File: config.mk
export PLATFORM = sky130hd
export DESIGN_NAME = ibex_pext_multdiv_seq_flat
export DESIGN_NICKNAME = d
export VERILOG_FILES = /design/src/rtl/ibex_pext_multdiv_seq_if.sv /design/src/rtl/ibex_pext_multdiv_seq.sv /design/src/flat_wrapper.sv
export SDC_FILE = /design/constraint.sdc
export NUM_CORES = 1
export LEC_CHECK = 0
export BUFFER_PORTS_ARGS = -buffer_cell sky130_fd_sc_hd__buf_2
export CORE_ASPECT_RATIO = 1.4
export CORE_MARGIN = 2
export CORE_UTILIZATION = 35
export DETAILED_ROUTE_END_ITERATION = 12
export SETUP_SLACK_MARGIN = 0.02
export SYNTH_ARGS = -nofsm -noshare
export SYNTH_HDL_FRONTEND = slang
export SYNTH_SLANG_ARGS = --single-unit
export TNS_END_PERCENT = 100
File: constraint.sdc
create_clock -name clk_i -period 1.9 [get_ports clk_i]
set_clock_uncertainty 0.05 [all_clocks]
set_input_delay 0.285 -clock clk_i [delete_from_list [all_inputs] [get_ports clk_i]]
set_output_delay 0.285 -clock clk_i [all_outputs]
set_load 0.01 [all_outputs]
File: src/rtl/ibex_pext_multdiv_seq_if.sv
// ----------------------------------------------------------------------------
// ibex_pext_multdiv_seq_if
// Request/response handshake between the decode stage, the P-extension
// multicycle mult/div sequencer and the writeback consumer.
//   req_valid_i  : decode presents an operation
//   req_ready_o  : sequencer can accept an operation
//   req_is_div_i : 1 = divide/remainder class, 0 = multiply class
//   req_kill_i   : flush the current operation
//   rsp_valid_o  : buffered result available
//   rsp_ready_i  : consumer accepts the result
//   rsp_result_o : buffered 32-bit result
//   rsp_timeout_o: result came from a watchdog abort
// master = decode/writeback side, slave = sequencer.
// ----------------------------------------------------------------------------
interface ibex_pext_multdiv_seq_if;
   logic        req_valid_i;
   logic        req_ready_o;
   logic        req_is_div_i;
   logic        req_kill_i;
   logic        rsp_valid_o;
   logic        rsp_ready_i;
   logic [31:0] rsp_result_o;
   logic        rsp_timeout_o;

   modport master (
      output req_valid_i, req_is_div_i, req_kill_i, rsp_ready_i,
      input  req_ready_o, rsp_valid_o, rsp_result_o, rsp_timeout_o
   );

   modport slave (
      input  req_valid_i, req_is_div_i, req_kill_i, rsp_ready_i,
      output req_ready_o, rsp_valid_o, rsp_result_o, rsp_timeout_o
   );
endinterface

File: src/rtl/ibex_pext_multdiv_seq.sv
// ----------------------------------------------------------------------------
// ibex_pext_multdiv_seq
// Sequencer for the multicycle multiply/divide path of the P-extension ALU.
// Accepts one operation at a time, drives the ALU mult/div enables and
// selects, owns the two intermediate-value registers the ALU reads back
// between cycles, buffers the final result until writeback accepts it, and
// provides flush (kill) plus a watchdog that forces completion.
//
// Ports:
//   clk_i, rst_ni           : clock, asynchronous active-low reset
//   bus (slave)             : request/response handshake (see interface)
//   mult_en_o/div_en_o      : ALU mult_en_i / div_en_i
//   mult_sel_o/div_sel_o    : ALU mult_sel_i / div_sel_i
//   multdiv_ready_id_o      : ALU multdiv_ready_id_i
//   imd_val_d_i/_we_i       : intermediate-value write data/enables from ALU
//   imd_val_q_o             : intermediate-value registers back to ALU
//   alu_valid_i/result_i    : ALU completion and result
//   busy_o                  : an operation is in flight or awaiting pickup
//   ops_cnt_o               : operations completed normally (wraps)
// ----------------------------------------------------------------------------
module ibex_pext_multdiv_seq #(
   parameter int IMD_W      = 34,
   parameter int MAX_CYCLES = 40,
   parameter int CNT_W      = 16
) (
   input  logic                 clk_i,
   input  logic                 rst_ni,
   ibex_pext_multdiv_seq_if.slave bus,
   output logic                 mult_en_o,
   output logic                 div_en_o,
   output logic                 mult_sel_o,
   output logic                 div_sel_o,
   output logic                 multdiv_ready_id_o,
   input  logic [IMD_W-1:0]     imd_val_d_i [2],
   input  logic [1:0]           imd_val_we_i,
   output logic [IMD_W-1:0]     imd_val_q_o [2],
   input  logic                 alu_valid_i,
   input  logic [31:0]          alu_result_i,
   output logic                 busy_o,
   output logic [CNT_W-1:0]     ops_cnt_o
);

   typedef enum logic [1:0] {
      ST_IDLE = 2'd0,
      ST_RUN  = 2'd1,
      ST_DONE = 2'd2
   } state_e;

   // MAX_CYCLES is at most 255, so an 8-bit cycle counter always suffices.
   localparam logic [7:0]       WD_LAST = 8'(MAX_CYCLES - 1);
   localparam logic [7:0]       CYC_ONE = 8'd1;
   localparam logic [CNT_W-1:0] OPS_ONE = CNT_W'(1);

   state_e             state_r;
   state_e             state_nxt_s;
   logic               is_div_r;
   logic               is_div_nxt_s;
   logic               accept_s;
   logic               kill_s;
   logic               wd_hit_s;
   logic               finish_ok_s;
   logic               finish_wd_s;

   logic [7:0]         cyc_cnt_r;
   logic [IMD_W-1:0]   imd_val_q_r [2];
   logic [31:0]        rsp_result_r;
   logic               rsp_timeout_r;
   logic [CNT_W-1:0]   ops_cnt_r;

   logic               req_ready_r;
   logic               rsp_valid_r;
   logic               busy_r;
   logic               mult_en_r;
   logic               div_en_r;
   logic               multdiv_ready_r;

   // Next-state decode; kill outranks every other event outside IDLE.
   always_comb begin
      state_nxt_s  = state_r;
      is_div_nxt_s = is_div_r;
      accept_s     = 1'b0;
      finish_ok_s  = 1'b0;
      finish_wd_s  = 1'b0;
      kill_s       = bus.req_kill_i;
      wd_hit_s     = (cyc_cnt_r == WD_LAST);
      case (state_r)
         ST_IDLE: begin
            if (bus.req_valid_i && !kill_s) begin
               accept_s     = 1'b1;
               is_div_nxt_s = bus.req_is_div_i;
               state_nxt_s  = ST_RUN;
            end else begin
               state_nxt_s  = ST_IDLE;
            end
         end
         ST_RUN: begin
            if (kill_s) begin
               state_nxt_s = ST_IDLE;
            end else if (alu_valid_i) begin
               // A valid result on the watchdog cycle still wins.
               finish_ok_s = 1'b1;
               state_nxt_s = ST_DONE;
            end else if (wd_hit_s) begin
               finish_wd_s = 1'b1;
               state_nxt_s = ST_DONE;
            end else begin
               state_nxt_s = ST_RUN;
            end
         end
         ST_DONE: begin
            if (kill_s || bus.rsp_ready_i) begin
               state_nxt_s = ST_IDLE;
            end else begin
               state_nxt_s = ST_DONE;
            end
         end
         default: begin
            state_nxt_s = ST_IDLE;
         end
      endcase
   end

   // FSM state plus registered control outputs decoded from the next state,
   // so nothing on req_* reaches the ALU controls combinationally.
   always_ff @(posedge clk_i or negedge rst_ni) begin
      if (!rst_ni) begin
         state_r         <= ST_IDLE;
         is_div_r        <= 1'b0;
         busy_r          <= 1'b0;
         req_ready_r     <= 1'b1;
         rsp_valid_r     <= 1'b0;
         mult_en_r       <= 1'b0;
         div_en_r        <= 1'b0;
         multdiv_ready_r <= 1'b0;
      end else begin
         state_r         <= state_nxt_s;
         is_div_r        <= is_div_nxt_s;
         busy_r          <= (state_nxt_s != ST_IDLE);
         req_ready_r     <= (state_nxt_s == ST_IDLE);
         rsp_valid_r     <= (state_nxt_s == ST_DONE);
         mult_en_r       <= (state_nxt_s == ST_RUN) && !is_div_nxt_s;
         div_en_r        <= (state_nxt_s == ST_RUN) &&  is_div_nxt_s;
         multdiv_ready_r <= (state_nxt_s == ST_RUN);
      end
   end

   // Cycle counter: cleared on accept, counts every RUN cycle for the watchdog.
   always_ff @(posedge clk_i or negedge rst_ni) begin
      if (!rst_ni) begin
         cyc_cnt_r <= 8'd0;
      end else if (accept_s) begin
         cyc_cnt_r <= 8'd0;
      end else if (state_r == ST_RUN) begin
         cyc_cnt_r <= cyc_cnt_r + CYC_ONE;
      end else begin
         cyc_cnt_r <= cyc_cnt_r;
      end
   end

   // Intermediate-value registers: ALU writes land only in RUN; a new accept
   // or a kill of an active operation wipes them.
   always_ff @(posedge clk_i or negedge rst_ni) begin
      if (!rst_ni) begin
         for (int r = 0; r < 2; r++) begin
            imd_val_q_r[r] <= {IMD_W{1'b0}};
         end
      end else if (accept_s || (kill_s && (state_r != ST_IDLE))) begin
         for (int r = 0; r < 2; r++) begin
            imd_val_q_r[r] <= {IMD_W{1'b0}};
         end
      end else if (state_r == ST_RUN) begin
         for (int r = 0; r < 2; r++) begin
            if (imd_val_we_i[r]) begin
               imd_val_q_r[r] <= imd_val_d_i[r];
            end else begin
               imd_val_q_r[r] <= imd_val_q_r[r];
            end
         end
      end else begin
         for (int r = 0; r < 2; r++) begin
            imd_val_q_r[r] <= imd_val_q_r[r];
         end
      end
   end

   // Response buffer and completion counter; watchdog aborts return zero and
   // do not count as completed operations.
   always_ff @(posedge clk_i or negedge rst_ni) begin
      if (!rst_ni) begin
         rsp_result_r  <= 32'd0;
         rsp_timeout_r <= 1'b0;
         ops_cnt_r     <= {CNT_W{1'b0}};
      end else if (finish_ok_s) begin
         rsp_result_r  <= alu_result_i;
         rsp_timeout_r <= 1'b0;
         ops_cnt_r     <= ops_cnt_r + OPS_ONE;
      end else if (finish_wd_s) begin
         rsp_result_r  <= 32'd0;
         rsp_timeout_r <= 1'b1;
         ops_cnt_r     <= ops_cnt_r;
      end else begin
         rsp_result_r  <= rsp_result_r;
         rsp_timeout_r <= rsp_timeout_r;
         ops_cnt_r     <= ops_cnt_r;
      end
   end

   assign bus.req_ready_o   = req_ready_r;
   assign bus.rsp_valid_o   = rsp_valid_r;
   assign bus.rsp_result_o  = rsp_result_r;
   assign bus.rsp_timeout_o = rsp_timeout_r;

   assign mult_en_o          = mult_en_r;
   assign mult_sel_o         = mult_en_r;
   assign div_en_o           = div_en_r;
   assign div_sel_o          = div_en_r;
   assign multdiv_ready_id_o = multdiv_ready_r;
   assign imd_val_q_o[0]     = imd_val_q_r[0];
   assign imd_val_q_o[1]     = imd_val_q_r[1];
   assign busy_o             = busy_r;
   assign ops_cnt_o          = ops_cnt_r;

endmodule

File: src/flat_wrapper.sv
// flat-port wrapper written by rule: the top's interface ports become plain ports
module ibex_pext_multdiv_seq_flat 
#(
   parameter int IMD_W      = 34,
   parameter int MAX_CYCLES = 40,
   parameter int CNT_W      = 16
)
  (clk_i, rst_ni, mult_en_o, div_en_o, mult_sel_o, div_sel_o, multdiv_ready_id_o, imd_val_d_i, imd_val_we_i, imd_val_q_o, alu_valid_i, alu_result_i, busy_o, ops_cnt_o, bus_req_valid_i, bus_req_is_div_i, bus_req_kill_i, bus_rsp_ready_i, bus_req_ready_o, bus_rsp_valid_o, bus_rsp_result_o, bus_rsp_timeout_o);
  ibex_pext_multdiv_seq_if bus_i ();
  input  logic clk_i;
  input  logic rst_ni;
  output logic mult_en_o;
  output logic div_en_o;
  output logic mult_sel_o;
  output logic div_sel_o;
  output logic multdiv_ready_id_o;
  input  logic [IMD_W-1:0] imd_val_d_i[2];
  input  logic [1:0] imd_val_we_i;
  output logic [IMD_W-1:0] imd_val_q_o[2];
  input  logic alu_valid_i;
  input  logic [31:0] alu_result_i;
  output logic busy_o;
  output logic [CNT_W-1:0] ops_cnt_o;
  input wire logic [$bits(bus_i.req_valid_i)-1:0] bus_req_valid_i;
  input wire logic [$bits(bus_i.req_is_div_i)-1:0] bus_req_is_div_i;
  input wire logic [$bits(bus_i.req_kill_i)-1:0] bus_req_kill_i;
  input wire logic [$bits(bus_i.rsp_ready_i)-1:0] bus_rsp_ready_i;
  output wire logic [$bits(bus_i.req_ready_o)-1:0] bus_req_ready_o;
  output wire logic [$bits(bus_i.rsp_valid_o)-1:0] bus_rsp_valid_o;
  output wire logic [$bits(bus_i.rsp_result_o)-1:0] bus_rsp_result_o;
  output wire logic [$bits(bus_i.rsp_timeout_o)-1:0] bus_rsp_timeout_o;
  assign bus_i.req_valid_i = bus_req_valid_i;
  assign bus_i.req_is_div_i = bus_req_is_div_i;
  assign bus_i.req_kill_i = bus_req_kill_i;
  assign bus_i.rsp_ready_i = bus_rsp_ready_i;
  assign bus_req_ready_o = bus_i.req_ready_o;
  assign bus_rsp_valid_o = bus_i.rsp_valid_o;
  assign bus_rsp_result_o = bus_i.rsp_result_o;
  assign bus_rsp_timeout_o = bus_i.rsp_timeout_o;
  ibex_pext_multdiv_seq #(.IMD_W(IMD_W), .MAX_CYCLES(MAX_CYCLES), .CNT_W(CNT_W)) u_core (.clk_i(clk_i), .rst_ni(rst_ni), .bus(bus_i), .mult_en_o(mult_en_o), .div_en_o(div_en_o), .mult_sel_o(mult_sel_o), .div_sel_o(div_sel_o), .multdiv_ready_id_o(multdiv_ready_id_o), .imd_val_d_i(imd_val_d_i), .imd_val_we_i(imd_val_we_i), .imd_val_q_o(imd_val_q_o), .alu_valid_i(alu_valid_i), .alu_result_i(alu_result_i), .busy_o(busy_o), .ops_cnt_o(ops_cnt_o));
endmodule
==> results of run 1 <==
layout make-up:
class,instances,share of cell area
multi-input combinational,343,0.250
sequential,134,0.453
clock inverter,13,0.0181
inverter,3,0.00152
tap,192,0.0324
clock buffer,19,0.0584
timing repair buffer,249,0.187
antenna,1,0.000338
metrics by stage:
stage	instances	TNS (ns)
after floorplan	512	0
after global placement	919	-0.162
after detailed placement	919	-1.62
after CTS	953	0
after global routing	953	-0.700
final	954	0
registers in the layout (all words and copies together) (netlist names), 2 cells and up:
signal / count
u_core.state_r: 2
u_core.imd_val_q_o: 68
u_core.cyc_cnt_r: 8
u_core.ops_cnt_o: 16
u_core.bus.rsp_result_o: 32
logic make-up after synthesis:
logic type	Yosys count
AO/OA/AOI/OAI	118
XOR/XNOR	17
adder cells (fa/ha/maj)	2
buffers and inverters	36
flip-flops	134
multiplexers	1
AND/OR/NAND/NOR	204
path summary, 6_finish.rpt:
kind	to	cells past startpoint	slack, ns	from
setup / recovery	u_core.bus.rsp_result_o[17]	4	0.02	u_core.cyc_cnt_r[3]
hold / removal	u_core.bus.rsp_result_o[31]	2	0.05	alu_result_i[31]
setup reg to reg	u_core.bus.rsp_result_o[17]	4	0.02	u_core.cyc_cnt_r[3]
hold reg to reg	u_core.ops_cnt_o[15]	1	0.43	u_core.ops_cnt_o[15]
max in group asynchronous	u_core.imd_val_q_o[54]	3	0.83	rst_ni
min in group asynchronous	u_core.ops_cnt_o[8]	2	0.32	rst_ni
power groups by stage:
| stage | clock network [uW] | logic [uW] | registers, uW |
|---|---|---|---|
| 4_1_cts | 3220 | 1500 | 3560 |
| 3_5_place_dp | 0 | 1510 | 3590 |
| 5_1_grt | 3350 | 1650 | 3620 |
| 2_1_floorplan | 0 | 578 | 3750 |
| 6_report | 3120 | 1480 | 3560 |
| 3_3_place_gp | 0 | 1460 | 3590 |
repair_timing:
item / in CTS / in global routing
setup endpoints to repair: 34 / 36
pin swaps: 1 / 15
gates resized for setup: 1 / 1
cloned: 1 / 0
endpoints found under the hold margin: 43 / 0
hold buffers: 1 / 0
critical path: stages (launching register included):
cell and delay [ns]:
dfrtp_1 0.42, or4_4 0.56, nor2_4 0.23, o21ai_4 0.21, a22o_1 0.29
metal layers:
| layer | up-vias | track usage | share of wire |
|---|---|---|---|
| met4 | 0 | 0.0551 | 0.014 |
| met2 | 163 | 0.295 | 0.53 |
| met5 | - | 0 | 0 |
| li1 | 2203 | - | - |
| met1 | 2173 | 0.197 | 0.39 |
| met3 | 15 | 0.0400 | 0.058 |
layout by cell type, fill, tap and decap left out, types with 3 or more instances in the layout:
cell	n
buf_2	232
nand2_1	159
dfrtp_1	133
a21oi_1	70
a22o_1	32
clkbuf_16	17
xnor2_1	14
o21ai_0	10
buf_4	8
nand3_1	7
nor2_1	7
buf_12	7
nand4_1	6
clkinv_2	5
nor2_2	3
inv_1	3
and2_1	3
xor2_1	3
clkinvlp_4	3
clkinv_4	3
==> run_results.csv, run 1 <==
group,metric,value,unit
outcome,status,"complete, no violations",
logic_synthesis,syn_area,5400,sq um
grt,grt_util_all_layers,0.167,
logic_synthesis,ys_seq_area_frac,0.621,
final_layout,fin_util,0.492,
route,drtIter0Drc,253,
route,first_pass_iters,5,
final_layout,syn_to_final_growth,37.3,%
run,cap_violations,0,
timing,slew_headroom,0.589,
setup_path,worstSetupEndpointType,"flop",
grt,grt_pass1_wl,21500,um
placement,place_ws,-0.0890,ns
setup_path,crit_fanout,17,
clock_network,clk_pin_slew,0.06,ns
logic_synthesis,synthArstFlopShare,1.00,
final_layout,fin_area,7410,sq um
logic_synthesis,synth_common_cells,"nand2_1, dfrtp_1, a21oi_1",
logic_synthesis,synth.avg_cell_area,10.5,sq um
clock_network,post_cts_buffers,0,
floorplan,ioPinCount,234,
clock_network,htreeDepth,4,
final_layout,regArea,3350,sq um
logic_synthesis,syn-num-nets,623,
power_and_ir_drop,power,8160,uW
logic_synthesis,syn-instance-count,512,
clock_network,cts_made_buffers,17,
timing,hold_violations,0,
floorplan,start_util,0.359,
grt,overflow,0,
placement,gp_congestion,0.773,
setup_path,arrival,2.11,ns
logic_synthesis,synth_top_family_by_area,"simple AND/OR/NAND/NOR gates",
timing,fin_crit,1.88,ns
route,wl,13900,um
power_and_ir_drop,comb_power_share,0.182,
logic_synthesis,synth_adder_area_share,0.00464,
setup_path,start_kind,"flop",
final_layout,nNetsFinal,859,
timing,finalCritPeriodShare,0.989,
route,avgRoutedWirePerCell,14.6,um
power_and_ir_drop,p_int,5900,uW
logic_synthesis,synth.area.mux_share,0.00185,
timing,fmax,532,MHz
final_layout,drive_gt1_frac,0.384,
clock_network,cts_root_buf,"clkbuf_16",
power_and_ir_drop,swShare,0.277,
placement,placed_cell_area,6810,sq um
clock_network,clock_path_buffers,2,
timing,setup_violations,0,
route,post_drt_via_cell_ratio,4.77,
final_layout,multi_input_area,1850,sq um
grt,antenna_found_initial,1,
floorplan,row_count,53,
logic_synthesis,synth_most_common_cell,"nand2_1",
logic_synthesis,synth_ff_type,"dfrtp_1",
placement,port-buffer-count,233,
floorplan,die_y,151,um
timing,tightestPinTransition,0.609,ns
logic_synthesis,synth_edf_count,0,
floorplan,die_w,109,um
timing,layout_setup_ws,0.0204,ns
final_layout,nFillCells,1427,
hold_path,hold_class,"input port to flop",
route,drc_errors,0,
logic_synthesis,synth_area_leaders,"dfrtp_1, nand2_1, a21oi_1, a22o_1, xnor2_1",
floorplan,core,15100,sq um
clock_network,clock_sinks,134,
timing,rsz0062_at_grt,"yes",
logic_synthesis,synth-simple-area-share,0.168,
logic_synthesis,ys_seq_elements,134,
floorplan,fp.dieArea,16400,sq um
logic_synthesis,yosysUniqueCellTypes,39,
logic_synthesis,synth-compound-area-share,0.137,
power_and_ir_drop,p_sw,2260,uW
clock_network,tritoncts,"done",
power_and_ir_drop,clkPwrFrac,0.382,
power_and_ir_drop,pwr-share-seq,0.436,
power_and_ir_drop,p_leak,0.00382,uW
timing,worst_hold_slack,0.0504,ns
power_and_ir_drop,powerDensity,1100,nW/um^2
grt,grt_max_degree,69,
clock_network,clk_latency,0.40,ns
placement,hpwl,9770,um
grt,grt_pass1_vias,4403,
power_and_ir_drop,ir_drop,0.000673,V
setup_path,cp.required,2.13,ns
logic_synthesis,synthXorXnorAreaFrac,0.0276,
route,antenna_left,0,
timing,slew_violations,0,
setup_path,crit_type,"flop to flop",
route,num_vias,4554,
logic_synthesis,synth_top_area_frac,0.617,
logic_synthesis,yosysWarnings,0,
logic_synthesis,yosysTopAreaCell,"dfrtp_1",
Note: power is estimated with default switching activity, not from simulation.
==> run 2: changes to the inputs <==
==> constraint.sdc (replaced) <==
create_clock -name clk_i -period 1.9 [get_ports clk_i]
set_clock_uncertainty 0.05 [all_clocks]
set_input_delay 0.095 -clock clk_i [delete_from_list [all_inputs] [get_ports clk_i]]
set_output_delay 0.095 -clock clk_i [all_outputs]
set_load 0.01 [all_outputs]
==> run_results.csv, run 2 (synthesized netlist as in run 1, its figures left out) <==
group,metric,value,unit
setup_path,worstSetupEndpointType,"flop",
clock_network,htreeDepth,4,
setup_path,r2r-start,"u_core.cyc_cnt_r[3]",
final_layout,finalNonFillerCells,1057,
placement,hpwl,9840,um
placement,gp_congestion,0.764,
floorplan,die_y,151,um
timing,rsz0062_at_grt,"yes",
floorplan,fp.dieArea,16400,sq um
grt,grt_pass1_vias,5073,
setup_path,arrival,2.08,ns
clock_network,cts_made_buffers,17,
timing,slew_headroom,0.650,
final_layout,final_common_cell,"buf_2",
final_layout,layout_common_cells,"buf_2, nand2_1, dfrtp_1",
hold_path,hold_class,"input port to flop",
hold_path,hold_depth,2,
grt,grt_util_all_layers,0.188,
grt,grt_max_degree,79,
placement,dp_cells,919,
power_and_ir_drop,powerDensity,980,nW/um^2
setup_path,rr_endpoint,"u_core.bus.rsp_result_o[18]",
route,first_pass_iters,4,
power_and_ir_drop,p_leak,0.00424,uW
route,post_drt_via_cell_ratio,4.78,
route,drtIter0Drc,354,
final_layout,syn_to_final_growth,56.0,%
setup_path,ff2ff_path_depth,4,
final_layout,diodes,0,
route,avgRoutedWirePerCell,14.6,um
clock_network,clk_latency,0.40,ns
route,drc_errors,0,
clock_network,clock_path_buffers,2,
power_and_ir_drop,comb_power_share,0.202,
clock_network,tritoncts,"done",
power_and_ir_drop,p_sw,2310,uW
final_layout,largest_register_ffs,68,
hold_path,whs_endpoint,"u_core.bus.req_ready_o",
setup_path,cp.required,2.13,ns
hold_path,min_from,"bus_req_kill_i",
timing,hold_violations,0,
final_layout,nFillCells,1305,
setup_path,rrSetupSlack,0.05,ns
clock_network,cts_root_buf,"clkbuf_16",
floorplan,core,15100,sq um
setup_path,start_kind,"flop",
floorplan,start_util,0.359,
timing,tightestPinTransition,0.523,ns
route,wl,15500,um
floorplan,ioPinCount,234,
grt,antenna_found_initial,0,
timing,fmax,541,MHz
final_layout,regArea,3360,sq um
power_and_ir_drop,swShare,0.280,
setup_path,slowest_delay,0.56,ns
placement,port-buffer-count,233,
clock_network,clk_pin_slew,0.06,ns
setup_path,crit_chain,"or4_4, nor2_4, o21ai_4, a22o_1",
outcome,status,"complete, no violations",
floorplan,die_w,109,um
setup_path,critical_path.top_delay_family,"simple AND/OR/NAND/NOR gates",
setup_path,cp.buffers_inverters,0,
final_layout,nNetsFinal,963,
floorplan,row_count,53,
route,antenna_left,0,
setup_path,slowest_stage,"or4_4",
power_and_ir_drop,clkPwrFrac,0.366,
timing,fin_crit,1.85,ns
timing,finalCritPeriodShare,0.973,
power_and_ir_drop,power,8250,uW
final_layout,multi_input_area,1860,sq um
setup_path,crit_type,"flop to flop",
timing,setup_violations,0,
grt,overflow,0,
power_and_ir_drop,ir_drop,0.000543,V
grt,grt_pass1_wl,24100,um
route,num_vias,5053,
setup_path,crit_fanout,17,
clock_network,clock_sinks,134,
final_layout,drive_gt1_frac,0.340,
power_and_ir_drop,p_int,5940,uW
timing,slew_violations,0,
run,cap_violations,0,
power_and_ir_drop,pwr-share-seq,0.432,
## run 2: cell count changes in the layout (fill, tap and decap cells not counted), moves of 2 or more
cell | before | now
dlygate4sd3_1 | 1 | 104
clkbuf_1 | 2 | 5
buf_4 | 8 | 10
clkinv_4 | 3 | 1
dfrtp_1 | 133 | 131
dfrtp_2 | 0 | 2
## run 2: worst max-delay path by stage
| stage | from | to | slack [ns] | cells after the start |
|---|---|---|---|---|
| 3_3_place_gp | u_core.cyc_cnt_r[0] | u_core.bus.rsp_valid_o | -0.05 | 5 |
| 6_report | u_core.cyc_cnt_r[3] | u_core.bus.rsp_result_o[18] | 0.05 | 4 |
| 4_1_cts | u_core.cyc_cnt_r[3] | u_core.bus.rsp_result_o[22] | 0.04 | 4 |
| 5_1_grt | u_core.cyc_cnt_r[3] | u_core.bus.rsp_result_o[25] | -0.04 | 4 |
| 2_1_floorplan | u_core.cyc_cnt_r[3] | u_core.bus.rsp_result_o[10] | 0.21 | 5 |
| 3_5_place_dp | u_core.cyc_cnt_r[0] | u_core.bus.rsp_valid_o | -0.13 | 5 |
## run 2: metal layers
layer | global-route usage | share of wire
met1 | 0.212 | 0.38
met2 | 0.333 | 0.54
met3 | 0.0396 | 0.052
met4 | 0.0917 | 0.029
met5 | 0 | 0
## run 2: layout make-up
class                           instances  area share
Clock buffer                           23      0.0544
Clock inverter                          9     0.00966
Inverter                                3     0.00134
Multi-Input combinational cell        343       0.221
Sequential cell                       134       0.399
Tap cell                              192      0.0285
Timing Repair Buffer                  353       0.286
## run 2: what timing repair did
action	CTS	global route
cloned	1	0
hold endpoints to repair	238	0
gates resized for setup	2	4
pin swaps	1	23
hold buffers	104	0
buffers inserted	0	1
setup endpoints to repair	34	39
## run 2: power by group through the flow
stage	sequential (uW)	clock (uW)	combinational (uW)
2_1_floorplan	3750	0	578
3_3_place_gp	3590	0	1460
3_5_place_dp	3590	0	1510
4_1_cts	3560	3100	1670
5_1_grt	3620	3220	1840
6_report	3570	3020	1670
## run 2: metrics by stage
step | instance area (sq um) | hold WS [ns] | setup TNS [ns] | utilization | worst slack (ns)
floorplan | 5400 | -0.251 | 0 | - | 0.208
global placement | 6800 | -0.0866 | -0.171 | 0.452 | -0.0499
detailed placement | 6800 | -0.0825 | -2.25 | 0.452 | -0.128
CTS | 8400 | 0.00754 | 0 | 0.558 | 0.0388
global route | 8420 | 0.0190 | -0.392 | 0.559 | -0.0433
finish | 8420 | 0.0260 | 0 | 0.559 | 0.0520
## run 2: worst register-to-register path: cells and delay by family (launching register included)
kind            cells  cell delay (ns)
compound gates      2             0.48
flops               1             0.41
simple gates        2             0.80
==> run 3: changes to the inputs <==
Settings changed: CORE_ASPECT_RATIO 1.4 to 0.75, CORE_UTILIZATION 35 to 40, PLACE_DENSITY from default to 0.69, TNS_END_PERCENT 100 to default.
==> run_results.csv, run 3 (synthesized netlist as in run 1, its figures left out) <==
group,metric,value,unit
outcome,status,"complete, no violations",
final_layout,nFillCells,973,
final_layout,fin_util,0.660,
floorplan,die_y,105,um
final_layout,regArea,3350,sq um
final_layout,fin_area,8620,sq um
timing,finalSetupTns,0,ns
route,num_vias,5205,
placement,gp_congestion,0.778,
grt,grt_max_degree,72,
final_layout,drive_gt1_frac,0.347,
route,wl,16400,um
route,avgRoutedWirePerCell,15.7,um
route,drc_errors,0,
timing,fin_crit,1.83,ns
clock_network,clock_sinks,134,
grt,overflow,0,
clock_network,tritoncts,"done",
timing,slew_violations,0,
grt,grt_util_all_layers,0.222,
grt,grt_pass1_wl,25800,um
route,first_pass_iters,7,
floorplan,start_util,0.413,
power_and_ir_drop,powerDensity,1020,nW/um^2
route,post_drt_via_cell_ratio,5.00,
final_layout,syn_to_final_growth,59.8,%
setup_path,start_kind,"flop",
final_layout,multi_input_area,1920,sq um
timing,hold_violations,0,
clock_network,clk_pin_slew,0.06,ns
placement,port-buffer-count,233,
final_layout,largest_register_ffs,68,
hold_path,hold_class,"input port to flop",
final_layout,diodes,0,
route,drtIter0Drc,304,
floorplan,row_count,36,
timing,setup_violations,0,
timing,slew_headroom,0.714,
floorplan,core,13100,sq um
timing,rsz0062_at_grt,"no",
clock_network,htreeDepth,4,
clock_network,cts_made_buffers,17,
placement,hpwl,9270,um
grt,grt_pass1_vias,5272,
floorplan,ioPinCount,234,
setup_path,arrival,2.08,ns
run,cap_violations,0,
power_and_ir_drop,ir_drop,0.000695,V
floorplan,fp.dieArea,14400,sq um
power_and_ir_drop,p_leak,0.00432,uW
placement,placed_cell_area,6810,sq um
floorplan,die_w,138,um
final_layout,final_common_cell,"buf_2",
placement,dp_cells,898,
setup_path,crit_type,"flop to flop",
timing,tightestPinTransition,0.425,ns
setup_path,crit_fanout,9,
final_layout,finalNonFillerCells,1042,
final_layout,layout_common_cells,"buf_2, nand2_1, dfrtp_1",
clock_network,cts_root_buf,"clkbuf_16",
setup_path,rrSetupSlack,0.07,ns
final_layout,nNetsFinal,969,
timing,finalCritPeriodShare,0.964,
grt,antenna_found_initial,0,
route,antenna_left,0,
timing,fmax,546,MHz
setup_path,worstSetupEndpointType,"flop",
setup_path,cp.required,2.15,ns
clock_network,clk_latency,0.41,ns
clock_network,clock_path_buffers,2,
## run 3: changes by cell type in the layout (fill, tap and decap cells not counted), sizes merged
cell,previous run,this run
buf,249,250
bufinv,1,4
clkbuf,23,18
clkinvlp,3,2
dlygate4sd3,104,105
inv,3,6
o21ai,12,16
## run 3: final cells by class
| type | instances | share of cell area |
|---|---|---|
| sequential | 134 | 0.389 |
| clock inverter | 14 | 0.0229 |
| timing repair buffer | 355 | 0.289 |
| multi-input combinational | 347 | 0.223 |
| inverter | 3 | 0.00131 |
| clock buffer | 18 | 0.0509 |
| tap | 171 | 0.0248 |
## run 3: what timing repair did
| item | in CTS | in global routing |
|---|---|---|
| resized for setup | 2 | 5 |
| gates cloned | 1 | 4 |
| buffers inserted | 0 | 2 |
| hold buffers | 105 | 0 |
| hold endpoints to repair | 240 | 0 |
| pin swaps | 1 | 4 |
| endpoints found under the setup margin | 34 | 35 |
## run 3: stage by stage
step	setup slack (ns)	hold WS, ns	power [uW]
2_1_floorplan	0.208	-0.251	4330
3_3_place_gp	-0.0248	0.0667	5070
3_5_place_dp	-0.112	0.0726	5110
4_1_cts	0.0176	0.0173	8850
5_1_grt	0.0302	0.134	9250
6_report	0.0685	0.132	8820
## run 3: worst max-delay path, cell delays in order (launching register included)
cell and delay [ns]:
dfrtp_1 0.42, or4_4 0.56, nor2_4 0.14, buf_12 0.16
o21ai_2 0.12, a22o_1 0.27
## run 3: power breakdown
group / internal [uW] / switching, uW / leakage [uW]
registers: 3280 / 271 / 0.00178
clock network: 2240 / 1280 / 0.000307
logic: 866 / 886 / 0.00223
total: 6380 / 2440 / 0.00432
## run 3: per-layer routing
layer | GRT usage | wire, um | up-vias
li1 | - | - | 2432
met1 | 0.268 | 6700 | 2515
met2 | 0.369 | 8150 | 222
met3 | 0.0692 | 1140 | 36
met4 | 0.0962 | 388 | 0
met5 | 0 | 0 | -
## run 3: worst paths after layout
check / depth (start not counted) / endpoint / start
worst max-delay path: 5 / u_core.bus.rsp_result_o[23] / u_core.cyc_cnt_r[3]
worst min-delay path: 5 / u_core.imd_val_q_o[2] / imd_val_we_i[1]
worst max register to register: 5 / u_core.bus.rsp_result_o[23] / u_core.cyc_cnt_r[3]
worst min register to register: 1 / u_core.ops_cnt_o[15] / u_core.ops_cnt_o[15]
max in group asynchronous: 3 / u_core.bus.req_ready_o / rst_ni
min in group asynchronous: 3 / u_core.bus.rsp_result_o[20] / rst_ni
